<file path="src/rtl/ch_readout_sequencer.sv">
// Slow-readout scheduler: walks enabled channels and their registers, deserializes
// each channel's CNT_SER stream and hands words to the SPI buffer over valid/ready.
module ch_readout_sequencer #(
  parameter int NUM_CH   = 8,
  parameter int NUM_REG  = 6,
  parameter int REG_BITS = 10
) (
  input  logic                      SPI_CLK,
  input  logic                      RSTB,
  input  logic                      READOUT_REQ,
  input  logic                      ABORT,
  input  logic [NUM_CH-1:0]         CH_MASK,
  input  logic [NUM_CH-1:0]         CNT_SER_IN,
  input  logic                      DATA_READY,
  output logic                      INST_READOUT,
  output logic [2:0]                SELECT_REG,
  output logic [$clog2(NUM_CH)-1:0] CH_SEL,
  output logic [REG_BITS-1:0]       DATA_OUT,
  output logic [$clog2(NUM_CH)-1:0] DATA_CH,
  output logic [2:0]                DATA_REG,
  output logic                      DATA_VALID,
  output logic                      BUSY,
  output logic                      DONE
);
  localparam int CH_W  = $clog2(NUM_CH);
  localparam int CNT_W = $clog2(REG_BITS + 1);

  typedef enum logic [2:0] {S_IDLE, S_ARM, S_SHIFT, S_EMIT, S_NEXT, S_FIN} state_t;

  state_t              state_q, state_d;
  logic [NUM_CH-1:0]   mask_q, mask_d;
  logic [CH_W-1:0]     ch_q, ch_d;
  logic [2:0]          reg_q, reg_d;
  logic [REG_BITS-1:0] shreg_q, shreg_d;
  logic [CNT_W-1:0]    bitcnt_q, bitcnt_d;
  logic [CH_W:0]       first_ch, next_ch;

  // Lowest set bit of m at index lo or above; the MSB of the result flags a hit.
  function automatic logic [CH_W:0] find_set(input logic [NUM_CH-1:0] m, input int lo);
    logic [CH_W:0] res;
    res = '0;
    for (int i = NUM_CH - 1; i >= 0; i--) begin
      if (m[i] && (i >= lo)) res = {1'b1, CH_W'(i)};
    end
    return res;
  endfunction

  assign first_ch = find_set(CH_MASK, 0);
  assign next_ch  = find_set(mask_q, int'(ch_q) + 1);

  always_ff @(posedge SPI_CLK or negedge RSTB) begin
    if (!RSTB) begin
      state_q  <= S_IDLE;
      mask_q   <= '0;
      ch_q     <= '0;
      reg_q    <= '0;
      shreg_q  <= '0;
      bitcnt_q <= '0;
    end else begin
      state_q  <= state_d;
      mask_q   <= mask_d;
      ch_q     <= ch_d;
      reg_q    <= reg_d;
      shreg_q  <= shreg_d;
      bitcnt_q <= bitcnt_d;
    end
  end

  always_comb begin
    state_d  = state_q;
    mask_d   = mask_q;
    ch_d     = ch_q;
    reg_d    = reg_q;
    shreg_d  = shreg_q;
    bitcnt_d = bitcnt_q;
    unique case (state_q)
      S_IDLE: begin
        if (READOUT_REQ) begin
          mask_d  = CH_MASK;
          ch_d    = first_ch[CH_W-1:0];
          reg_d   = '0;
          state_d = first_ch[CH_W] ? S_ARM : S_FIN;
        end
      end
      S_ARM: begin
        shreg_d  = '0;
        bitcnt_d = '0;
        state_d  = S_SHIFT;
      end
      S_SHIFT: begin
        shreg_d  = {shreg_q[REG_BITS-2:0], CNT_SER_IN[ch_q]};
        bitcnt_d = bitcnt_q + 1'b1;
        if (bitcnt_q == CNT_W'(REG_BITS - 1)) state_d = S_EMIT;
      end
      S_EMIT: begin
        if (DATA_READY) state_d = S_NEXT;
      end
      S_NEXT: begin
        if (int'(reg_q) < NUM_REG - 1) begin
          reg_d   = reg_q + 3'd1;
          state_d = S_ARM;
        end else begin
          reg_d = '0;
          if (next_ch[CH_W]) begin
            ch_d    = next_ch[CH_W-1:0];
            state_d = S_ARM;
          end else begin
            state_d = S_FIN;
          end
        end
      end
      S_FIN:   state_d = S_IDLE;
      default: state_d = S_IDLE;
    endcase
    // Abort overrides any handshake in the same cycle; a pending word is dropped.
    if (ABORT && (state_q inside {S_ARM, S_SHIFT, S_EMIT, S_NEXT})) state_d = S_FIN;
  end

  assign INST_READOUT = (state_q == S_ARM) || (state_q == S_SHIFT);
  assign SELECT_REG   = reg_q;
  assign CH_SEL       = ch_q;
  assign DATA_OUT     = shreg_q;
  assign DATA_CH      = ch_q;
  assign DATA_REG     = reg_q;
  assign DATA_VALID   = (state_q == S_EMIT);
  assign BUSY         = state_q inside {S_ARM, S_SHIFT, S_EMIT, S_NEXT};
  assign DONE         = (state_q == S_FIN);

endmodule

</file>
<file path="config.mk">
export PLATFORM = sky130hd
export DESIGN_NAME = ch_readout_sequencer
export DESIGN_NICKNAME = d
export VERILOG_FILES = /design/src/rtl/ch_readout_sequencer.sv
export SDC_FILE = /design/constraint.sdc
export NUM_CORES = 1
export LEC_CHECK = 0
export BUFFER_PORTS_ARGS = -buffer_cell sky130_fd_sc_hd__buf_2
export CORE_ASPECT_RATIO = 0.5
export CORE_MARGIN = 2
export CORE_UTILIZATION = 48
export DETAILED_ROUTE_END_ITERATION = 16
export HOLD_SLACK_MARGIN = 0.1
export PLACE_DENSITY = 0.82
export SYNTH_ARGS = -nofsm -noshare
export SYNTH_HDL_FRONTEND = slang
export SYNTH_SLANG_ARGS = --single-unit
</file>
<file path="constraint.sdc">
create_clock -name SPI_CLK -period 2.1 [get_ports SPI_CLK]
set_input_delay 0.42 -clock SPI_CLK [delete_from_list [all_inputs] [get_ports SPI_CLK]]
set_output_delay 0.42 -clock SPI_CLK [all_outputs]
set_load 0.1 [all_outputs]
</file>
==> results.yml <==
clocking:
  cts_tree: "done"
  clkTransAtPathRegs_ps: 70
  htreeDepth: 2
  cts-root-buf: "clkbuf_8"
  postCtsHoldBufs: 0
  cts_sinks: 31
  cts_max_path_buffers: 2
  cts_made_buffers: 5
  clock_latency_ps: 290
sta:
  post-route-period-util: 0.999
  fin_crit_ps: 2100
  fmax_mhz: 477
  hold_violations: 0
  setup-violations-final: 0
  fin_ws_ps: 1.95
  slew-limit-headroom: 0.527
  skew_ps: 4.78
  final_max_slew_viol_count: 0
  worst_pin_slew_ps: 710
  rsz0062_at_grt: "yes"
  setup_tns_ps: 0
global_route:
  grt_pass1_vias: 1555
  grt-ovfl-total: 0
  grt_max_degree: 32
  grt_pass1_wl_mm: 7.31
  grt_usage: 0.221
  antenna_found_initial: 0
synthesis:
  synth_simple_gate_area_frac: 0.132
  synthArstFlopShare: 1.00
  synth_cell_types: 51
  synth_seq_cells: 31
  syn_inst: 182
  post_synth_xor_area_fraction: 0.0141
  synthAdderAreaFrac: 0.0469
  synth_nets: 210
  ys_seq_area_frac: 0.415
  yosys-mux-area-fraction: 0.0837
  syn_area_per_cell_um2: 10.3
  synth_top_family_by_area: "compound AO/OA/AOI/OAI gates"
  syn_area_um2: 1870
  synth_warnings: 0
  synth_ff_type: "dfrtp_1"
  synth_edf_count: 0
  synth_compound_area_frac: 0.244
critical_path:
  endpoint_kind: "flip-flop"
  path_class: "reg2reg"
  cp.arrival_ps: 2290
  crit_required_ps: 2290
  crit_fanout: 7
  startpoint_type: "flip-flop"
placed_design:
  portBuffers: 46
  gp_congestion: 0.921
  post-dp-hpwl_mm: 3.30
  dpl_worst_slack_ps: -31.5
final_layout:
  syn_to_final_growth_pct: 27.9
  drive_above_1_share: 0.449
  diodes: 0
  finalNetCount: 261
routing:
  viasPerCell: 5.68
  wl_per_cell_um: 15.8
  drc: 0
  wl_mm: 4.51
  drt-initial-drc-count: 107
  drtPass1Iterations: 4
  vias: 1619
  postRouteAntennaNets: 0
floorplanning:
  rows: 15
  die-area_um2: 4440
  core-area_um2: 3580
  die_w_um: 92.3
  initial_core_util: 0.521
  dieHeight_um: 48.1
  ios: 47
hold_path:
  hold_path.class: "in2async"
job:
  cap_violations: 0
outcome:
  status: "complete, no violations"
-- flip-flops by register name (all words and copies together) (netlist names) --
signal    count
CH_SEL        3
DATA_OUT     10
DATA_REG      3
bitcnt_q      4
mask_q        8
state_q       3
-- synth_stat cells (2+ instances only) --
cell type | count | area share
o31ai_1 | 2 | 0.0080
o21ai_0 | 14 | 0.037
o221ai_1 | 2 | 0.0094
xnor2_1 | 2 | 0.0094
a22oi_1 | 2 | 0.0080
inv_1 | 10 | 0.020
nand3_1 | 2 | 0.0054
nand2_1 | 12 | 0.024
and3_1 | 2 | 0.0067
a21oi_1 | 3 | 0.0080
ha_1 | 7 | 0.047
or3_1 | 2 | 0.0067
buf_2 | 6 | 0.016
nor3_1 | 3 | 0.0080
nand2b_1 | 4 | 0.013
dfrtp_1 | 31 | 0.41
nor4_1 | 4 | 0.013
a21o_1 | 5 | 0.020
buf_4 | 6 | 0.024
a31oi_1 | 2 | 0.0067
mux2_2 | 8 | 0.048
mux4_2 | 2 | 0.024
nor2_1 | 12 | 0.024
a22o_1 | 10 | 0.047
a2bb2oi_1 | 2 | 0.0094
a32oi_1 | 2 | 0.0094
-- layout make-up --
type,instances,area (µm²)
Timing Repair Buffer,58,338
Clock inverter,2,35.0
Multi-Input combinational cell,127,1040
Fill cell,288,1190
Tap cell,51,63.8
Sequential cell,31,785
Inverter,10,43.8
Clock buffer,6,82.6
-- kinds of logic after synthesis --
family          count (synthesis)
buf+inv                        24
fa+ha+maj                       7
compound gates                 58
flops                          31
simple gates                   47
mux                            12
xor+xnor                        3
-- cells in the final DEF, fill, tap and decap left out, types with 3 or more instances in the layout --
cell type,instances
a21o_1,5
a21oi_1,3
a22o_1,10
buf_2,44
buf_4,12
clkbuf_8,6
dfrtp_1,28
ha_1,3
ha_2,3
inv_1,7
mux2_2,8
nand2_1,12
nand2b_1,4
nor2_1,10
nor2_2,3
nor3_1,3
nor4_1,4
o21ai_0,12
-- final timing paths --
check	to	from	slack (ps)	cells after the start
max	CH_SEL[0]$_DFFE_PN0P_	CH_SEL[1]$_DFFE_PN0P_	2	7
min	mask_q[2]$_DFFE_PN0P_	RSTB	180	1
max reg2reg	CH_SEL[0]$_DFFE_PN0P_	CH_SEL[1]$_DFFE_PN0P_	2	7
min reg2reg	DATA_OUT[9]$_DFFE_PN0N_	DATA_OUT[9]$_DFFE_PN0N_	500	1
max in group asynchronous	CH_SEL[0]$_DFFE_PN0P_	RSTB	1390	1
min in group SPI_CLK	state_q[1]$_DFFE_PN0P_	ABORT	300	2
-- per-stage QoR --
stage,instance area [µm²],util,instances,hold slack (ps)
5_1_grt,2390,0.667,285,231
3_5_place_dp,2220,0.621,275,490
4_1_cts,2350,0.656,283,201
6_report,2390,0.667,285,178
2_1_floorplan,1940,-,182,124
3_3_place_gp,2220,0.621,275,488
-- critical path, cell delays in order (launching register included) --
cell and delay (ps):
dfrtp_4 530, ha_4 320, a2bb2oi_2 150, o221ai_2 130, buf_4 160, o221a_1 100, or3_1 390, a32oi_1 220
-- repair_timing --
item / CTS / global route
gates resized for setup: 2 / 7
setup buffers: 0 / 2
hold endpoints to repair: 0 / 0
endpoints found under the setup margin: 3 / 4
cloned: 0 / 0
pin swaps: 4 / 8
-- layer usage --
layer  track usage  wire length, µm  vias up
met5             0                0        -
met4        0.0896               32        0
met3        0.0618              188        4
met2         0.382             2180       38
met1         0.278             2110      794
li1              -                -      783
Power is left out: the tool's default activity adds up to more than one toggle a clock period on the data nets, which glitch-free logic cannot reach.
